**src/rtl/keypad_scanner.sv**
```systemverilog
// 4x4 membrane keypad scanner with press/release debounce and ASCII key output.
// Optional KEYPAD_MULTIKEY_ERR_EN adds a one-cycle multi_err pulse on multi-row samples.
module keypad_scanner #(
    parameter int unsigned SCAN_DIV     = 4,
    parameter int unsigned DEBOUNCE_CNT = 8
) (
    input  logic       clk,
    input  logic       rst,
    input  logic [3:0] row_in,
    output logic [3:0] col_out,
    output logic       Keypressed,
`ifdef KEYPAD_MULTIKEY_ERR_EN
    output logic       multi_err,
`endif
    output logic [7:0] button
);

    localparam int unsigned SW  = $clog2(SCAN_DIV);
    localparam int unsigned DBW = $clog2(DEBOUNCE_CNT + 1);

    localparam logic [SW-1:0]  SLOT_LAST = SW'(SCAN_DIV - 1);
    localparam logic [DBW-1:0] DB_MAX    = DBW'(DEBOUNCE_CNT);
    localparam logic           DB_ONE    = (DEBOUNCE_CNT == 1);

    localparam logic [1:0] ST_SCAN     = 2'd0;
    localparam logic [1:0] ST_PRESS_DB = 2'd1;
    localparam logic [1:0] ST_HELD     = 2'd2;

    localparam logic [7:0] ASCII_SPACE = 8'h20;

    logic [1:0]     state_q, state_d;
    logic [SW-1:0]  slot_q, slot_d;
    logic [1:0]     col_q, col_d;
    logic [DBW-1:0] cnt_q, cnt_d;
    logic [3:0]     row_q, row_d;
    logic           pressed_q, pressed_d;
    logic [7:0]     button_q, button_d;

    logic           sample;
    logic           row_idle;
    logic           row_single;
    logic           row_multi;
    logic [DBW-1:0] cnt_inc;

    // Index of the single low row bit; only meaningful when the pattern is one-hot low.
    function automatic logic [1:0] row_index(input logic [3:0] rows);
        logic [1:0] idx;
        idx = 2'd0;
        for (int i = 3; i >= 0; i--) begin
            if (!rows[i]) begin
                idx = 2'(i);
            end
        end
        return idx;
    endfunction

    function automatic logic [7:0] key_ascii(input logic [1:0] r, input logic [1:0] c);
        logic [7:0] code;
        unique case ({r, c})
            4'h0:    code = 8'h31;  // '1'
            4'h1:    code = 8'h32;  // '2'
            4'h2:    code = 8'h33;  // '3'
            4'h3:    code = 8'h41;  // 'A'
            4'h4:    code = 8'h34;  // '4'
            4'h5:    code = 8'h35;  // '5'
            4'h6:    code = 8'h36;  // '6'
            4'h7:    code = 8'h42;  // 'B'
            4'h8:    code = 8'h37;  // '7'
            4'h9:    code = 8'h38;  // '8'
            4'hA:    code = 8'h39;  // '9'
            4'hB:    code = 8'h43;  // 'C'
            4'hC:    code = 8'h2A;  // '*'
            4'hD:    code = 8'h30;  // '0'
            4'hE:    code = 8'h23;  // '#'
            default: code = 8'h44;  // 'D'
        endcase
        return code;
    endfunction

    assign sample     = (slot_q == SLOT_LAST);
    assign row_idle   = (row_in == 4'hF);
    assign row_single = $onehot(~row_in);
    assign row_multi  = !row_idle && !row_single;
    assign cnt_inc    = cnt_q + 1'b1;

    assign slot_d = sample ? '0 : slot_q + 1'b1;

    always_comb begin
        state_d   = state_q;
        col_d     = col_q;
        cnt_d     = cnt_q;
        row_d     = row_q;
        pressed_d = pressed_q;
        button_d  = button_q;

        if (sample) begin
            case (state_q)
                ST_SCAN: begin
                    if (row_single) begin
                        row_d = row_in;
                        if (DB_ONE) begin
                            pressed_d = 1'b1;
                            button_d  = key_ascii(row_index(row_in), col_q);
                            cnt_d     = '0;
                            state_d   = ST_HELD;
                        end else begin
                            cnt_d   = DBW'(1);
                            state_d = ST_PRESS_DB;
                        end
                    end else begin
                        // Idle or multi-row bounce: keep scanning.
                        col_d = col_q + 1'b1;
                    end
                end

                ST_PRESS_DB: begin
                    if (row_in == row_q) begin
                        if (cnt_inc == DB_MAX) begin
                            pressed_d = 1'b1;
                            button_d  = key_ascii(row_index(row_q), col_q);
                            cnt_d     = '0;
                            state_d   = ST_HELD;
                        end else begin
                            cnt_d = cnt_inc;
                        end
                    end else begin
                        cnt_d   = '0;
                        col_d   = col_q + 1'b1;
                        state_d = ST_SCAN;
                    end
                end

                ST_HELD: begin
                    if (row_idle) begin
                        // Release is accepted on the all-high sample after the count saturates.
                        if (cnt_q == DB_MAX) begin
                            pressed_d = 1'b0;
                            cnt_d     = '0;
                            state_d   = ST_SCAN;
                        end else begin
                            cnt_d = cnt_inc;
                        end
                    end else begin
                        cnt_d = '0;
                    end
                end

                default: begin
                    cnt_d     = '0;
                    pressed_d = 1'b0;
                    state_d   = ST_SCAN;
                end
            endcase
        end
    end

    always_ff @(posedge clk or negedge rst) begin
        if (!rst) begin
            state_q   <= ST_SCAN;
            slot_q    <= '0;
            col_q     <= 2'd0;
            cnt_q     <= '0;
            row_q     <= 4'hF;
            pressed_q <= 1'b0;
            button_q  <= ASCII_SPACE;
        end else begin
            state_q   <= state_d;
            slot_q    <= slot_d;
            col_q     <= col_d;
            cnt_q     <= cnt_d;
            row_q     <= row_d;
            pressed_q <= pressed_d;
            button_q  <= button_d;
        end
    end

`ifdef KEYPAD_MULTIKEY_ERR_EN
    logic multi_err_q;

    always_ff @(posedge clk or negedge rst) begin
        if (!rst) begin
            multi_err_q <= 1'b0;
        end else begin
            multi_err_q <= sample && row_multi;
        end
    end

    assign multi_err = multi_err_q;
`else
    logic unused_multi;
    assign unused_multi = row_multi;
`endif

    assign col_out    = ~(4'b0001 << col_q);
    assign Keypressed = pressed_q;
    assign button     = button_q;

endmodule

```
**config.mk**
```make
export PLATFORM = sky130hd
export DESIGN_NAME = keypad_scanner
export DESIGN_NICKNAME = d
export VERILOG_FILES = /design/src/rtl/keypad_scanner.sv
export SDC_FILE = /design/constraint.sdc
export NUM_CORES = 1
export LEC_CHECK = 0
export CORE_MARGIN = 4
export CORE_UTILIZATION = 54
export CTS_CLUSTER_SIZE = 30
export DETAILED_ROUTE_END_ITERATION = 6
export PLACE_DENSITY = 0.91
export SYNTH_ARGS = -nofsm -noshare
export SYNTH_HDL_FRONTEND = slang
export SYNTH_SLANG_ARGS = --single-unit
```
**constraint.sdc**
```tcl
create_clock -name clk -period 2.52 [get_ports clk]
set_input_delay 0.504 -clock clk [delete_from_list [all_inputs] [get_ports clk]]
set_output_delay 0.504 -clock clk [all_outputs]
set_load 0.005 [all_outputs]
```
* After elaboration in Yosys (flattened, before gate mapping)
Memories as Yosys holds them, arrays and structs flattened. A register that Yosys moved wholly into a read port is not among the register bits. Index checks and enable logic that the tools add are counted.
Storage, ports and cells: output and inout bits 13, memories kept 1, bits of input ports 6, bits in read-only memories 112, logic and storage cells 72, bits in registers 23
Memories:
- (name not given) | depth 16, width 7, read ports 1, clocked after Yosys merged registers in 1, wr ports 0, RTL line 59 | unique case ({r, c})
Cells by class: bitwise gates (word level) 3, multiplexer cells 29, reduce and logical (&&, ||, !) cells 9, eq/ne operators 16, add/subtract/negate cells 6, shift operators 1
Operators with widths (count):
- 2-bit 2-to-1 mux | 16
- 4-bit 2-to-1 mux | 5
- 2-bit != test, second input constant | 7
- 4-bit equality test, second input constant | 3
- 4-bit one-hot mux with 3 select lines | 1
- 4-bit inverter | 2
- 4-bit AND reduction | 2
- 2-bit one-hot mux with 3 select lines | 1
- 6-bit AND reduction | 1
- 5-bit AND reduction | 1
- 1-bit by 1-bit adder with 2-bit output | 2
- 2-bit by 1-bit adder with 2-bit output, second input constant | 2
- 4-bit by 1-bit adder with 4-bit output, second input constant | 1
- 2-bit equality test, second input constant | 2
- 4-bit equality test | 1
- 1-bit 2-to-1 mux | 4
- 2-bit one-hot mux with 2 select lines | 1
- 1-bit by 2-bit << shifter with 4-bit output, first input constant | 1
- 2-bit by 2-bit adder with 3-bit output | 1
- 3-bit by 1-bit equality test with 1-bit output, second input constant | 1
- 3-bit != test, second input constant | 1
- 1-bit one-hot mux with 3 select lines | 1
- 3-bit AND reduction | 1
- 2-bit by 1-bit equality test with 1-bit output, second input constant | 1
- 5 further kinds | 5

* Longest topological paths before layout
word-level depth 8, depth in mapped cells 9, depth with buffers taken out 9

* Worst setup path after synthesis
No wires, ideal clock.
path kind input -> register, start point in row_in[0], end point reg cnt_q[1], setup slack 19 ps, stages on the path 8, arrival 2407 ps, library setup time 94 ps, path buffers 0, required time 2426 ps, cells stage by stage fa_1 inv_1 ha_1 ha_1 nor3b_1 o31ai_1 a311oi_1 a211oi_1
On the way: longest elaborated chain between the ends 6, elaborated cells between the ends (all ways) 11, those cells by class add/sub: 2; eq/ne: 4; mux: 3; bitwise: 1; reduce/logical: 1
RTL lines:
- start, declared | RTL line 9 | input logic [3:0] row_in,
- 4-bit inverter | RTL line 82 | assign row_single = $onehot(~row_in);
- 1-bit by 1-bit adder with 2-bit output (not written as such) | RTL line 82
- 2-bit by 2-bit adder with 3-bit output (not written as such) | RTL line 82
- 3-bit by 1-bit equality test with 1-bit output | RTL line 82
- 2-bit != test (no source line)
- 2-bit AND reduction (no source line)
- end signal, assigned | RTL line 170 | cnt_q <= cnt_d;
- end, declared | RTL line 34 | logic [DBW-1:0] cnt_q, cnt_d;
Parallel ways exist; a longest one is shown, timed or not. A chain may end at the register's enable or synchronous reset.

* Final worst setup path
start point in row_in[1], end point reg col_q[0]
On the way: longest elaborated chain between the ends 6, elaborated cells between the ends (all ways) 8, those cells by class add/sub: 2; eq/ne: 4; bitwise: 1; reduce/logical: 1
RTL lines:
- 4-bit inverter | RTL line 82
- 1-bit by 1-bit adder with 2-bit output (not written as such) | RTL line 82
- 2-bit by 2-bit adder with 3-bit output (not written as such) | RTL line 82
- 3-bit by 1-bit equality test with 1-bit output | RTL line 82
- 2-bit != test (no source line)
- 4-bit AND reduction (no source line) *
- end signal, assigned | RTL line 169 | col_q <= col_d;
- end, declared | RTL line 33 | logic [1:0] col_q, col_d;
Every way passes the cells marked *; elsewhere a longest branch is shown, timed or not.

==> impl_metrics.yaml <==
synthesis:
  ys_seq_area_share_pct: 39.6
  syn-num-nets: 154
  synthFlopType: "dfrtp_1"
  synth-edff-count: 0
  ys_seq_elements: 22
  ys_top_cells_by_area: "dfrtp_1, ha_1, dfstp_2"
  syn_area_sq_mm: 0.00141
  synth_top_cell_area_share_pct: 30.2
  synthArstFlopShare_pct: 100
  syn_avg_cell_area_sq_um: 10.5
  ys_warn_count: 0
  synth.largest_area_cell: "dfrtp_1"
  ys_types: 37
  synth_cells: 134
timing:
  hold_viol_final: 0
  max_freq_mhz: 404
  worstMarginPinSlew_ns: 0.519
  fin_crit_sh_pct: 98.3
  relSlewSlack_pct: 65.4
  tns_ns: 0
  slew_viol_final: 0
  period_minus_slack_ns: 2.48
  setup_viol: 0
  finClkSkew_ns: 0.0141
  hold_ws_ns: 0.433
floorplan:
  fp.dieH_microns: 59.0
  fp.dieArea_sq_mm: 0.00348
  die_w_microns: 59.0
  ios: 19
  start_util_pct: 56.8
  core_sq_mm: 0.00248
  rows: 18
cts:
  clk_latency_ns: 0.32
  cts_sinks: 22
  path_clk_slew_ns: 0.13
  cts_buffers: 3
  cts_tree: "done"
  cts_root_buf: "clkbuf_4"
  clk_path_buf_depth: 2
  ctsHtreeMaxLevel: 1
  ctsHoldBuffers: 0
layout:
  multi_input_area_sq_um: 840
  final_util_pct: 71.8
  regArea_sq_um: 557
  finish.net_count: 187
  fillCellCount: 183
  diodes: 0
  syn2layout_area_growth_pct: 26.4
  drive_gt1_share_pct: 27.1
  final_area_sq_mm: 0.00178
drt:
  vias: 1078
  routed_wl_microns: 2930
  dr.pass1.iters: 4
  drcViolationCount: 0
  drtIter0Drc: 34
  ant_nets: 0
  via_per_inst: 5.50
  wl_per_cell_microns: 14.9
place:
  port_buffers: 17
  gp_congestion: 0.837
  placed_cell_area_sq_mm: 0.00169
  dp_hpwl_microns: 2100
power_and_ir_drop:
  powerDensity_mw_per_mm2: 762
  power.leakage_nw: 0.816
  ir_drop_v: 0.000863
grt:
  grt_pass1_vias: 1125
  grt_pass1_wl_microns: 4690
  antenna_found_initial: 0
  grt.overflow.total: 0
  grt_usage_pct: 17.5
  grt_max_degree: 23
min_path:
  holdPathStages: 1
  min_from: "slot_q[0]$_DFF_PN0_"
  worstHoldEndpoint: "slot_q[0]$_DFF_PN0_"
  min_path_type: "flop to flop"
outcome:
  status: "completed"
setup_path:
  r2r-start: "cnt_q[0]$_DFFE_PN0P_"
  critPathLaunchType: "input pin"
  cp.required_ns: 2.75
  ff2ff_setup_slack_ns: 0.37
  path_max_fanout: 2
  arrival_ns: 2.71
  endpoint_kind: "flop"
  crit_type: "input pin to flop"
  r2r_cells: 6
  r2r_end: "button[1]$_DFFE_PN0P_"
job:
  cap_violations: 0
## state kept, by name, summed over array words and instances, names as in the netlist
signal / count
state_q: 2
button: 7
row_q: 4
col_q: 2
cnt_q: 4
Keypressed: 1
slot_q: 2
## cell usage after synthesis (all sizes together) (2+ instances only)
master	n
mux2i	7
nor2b	5
xor2	3
ha	13
mux2	11
dfstp	5
a21oi	3
buf	2
nor2	8
xnor2	4
o21ai	5
nand3	8
inv	14
dfrtp	17
nand2	8
## worst max path at each step
stage	start	to	slack, ns	cells after the start
after global routing	row_in[1]	col_q[0]$_DFFE_PN0P_	-0.03	11
after CTS	row_in[0]	col_q[1]$_DFFE_PN0P_	0.05	9
after global placement	row_in[0]	col_q[1]$_DFFE_PN0P_	-0.48	9
after floorplan	row_in[0]	cnt_q[1]$_DFFE_PN0P_	0.02	8
final	row_in[1]	col_q[0]$_DFFE_PN0P_	0.04	11
after detailed placement	row_in[0]	cnt_q[2]$_DFFE_PN0P_	-0.66	11
## what timing repair did
action / in CTS / in global routing
setup buffers: 1 / 0
resized for setup: 6 / 8
setup endpoints to repair: 11 / 8
pin swaps: 1 / 2
## worst max-delay path, cell delays in order
cell           delay, ns
dlygate4sd2_1       0.25
fa_1                0.51
inv_1               0.06
ha_2                0.19
ha_4                0.23
nor3b_4             0.26
nor2b_4             0.20
nand3b_1            0.16
buf_4               0.13
buf_4               0.09
xnor2_1             0.12
## per-stage QoR
stage | power, mW | instances | setup slack, ns
final | 1.35 | 196 | 0.0418
after global routing | 1.45 | 196 | -0.0346
after detailed placement | 1.14 | 191 | -0.658
after CTS | 1.31 | 196 | 0.0512
after global placement | 1.10 | 191 | -0.478
after floorplan | 0.937 | 134 | 0.0192
## logic make-up (layout without fill, tap and decap cells)
kind of cell               count (synthesis)  in the layout  synth area share [%]
and+or+nand+nor                           40             40                  16.3
DFF                                       22             22                  39.6
muxes                                     18             18                  13.8
AOI/OAI and AO/OA                         16             16                  7.92
buffers and inverters                     16             48                  4.80
adders and majority gates                 14             14                  13.0
xor gates and xnor gates                   7              7                  4.36
other                                      1              1                 0.267
## final cells by class
type	instances	share of cell area, %
Tap cell	30	2.11
Clock buffer	4	1.48
Multi-Input combinational cell	96	47.2
Inverter	14	2.96
Sequential cell	22	31.3
Timing Repair Buffer	30	14.9
## report_power, final
group | switching, mW | internal [mW] | leakage [nW]
registers | 0.128 | 0.445 | 0.278
clock network | 0.110 | 0.0620 | 0.0150
logic | 0.284 | 0.325 | 0.523
total | 0.522 | 0.832 | 0.816
## cell usage in the layout, fill, tap and decap left out, types with 5 or more instances in the layout
| master | Yosys | layout |
|---|---|---|
| dfrtp_1 | 17 | 17 |
| inv_1 | 14 | 14 |
| clkdlybuf4s50_1 | 0 | 14 |
| buf_4 | 2 | 13 |
| ha_1 | 13 | 11 |
| mux2_2 | 11 | 10 |
| nor2_1 | 8 | 8 |
| nand2_1 | 8 | 8 |
| nand3_1 | 8 | 8 |
| mux2i_1 | 7 | 7 |
| dfstp_2 | 5 | 5 |
## layer usage
| layer | GRT usage (%) | vias up | wire length (microns) |
|---|---|---|---|
| met3 | 3.92 | 9 | 94 |
| met2 | 30.8 | 24 | 1470 |
| met5 | 0 | - | 0 |
| met1 | 20.8 | 523 | 1290 |
| li1 | - | 522 | - |
| met4 | 6.47 | 0 | 71 |
Power figures use the tool's default switching activity.
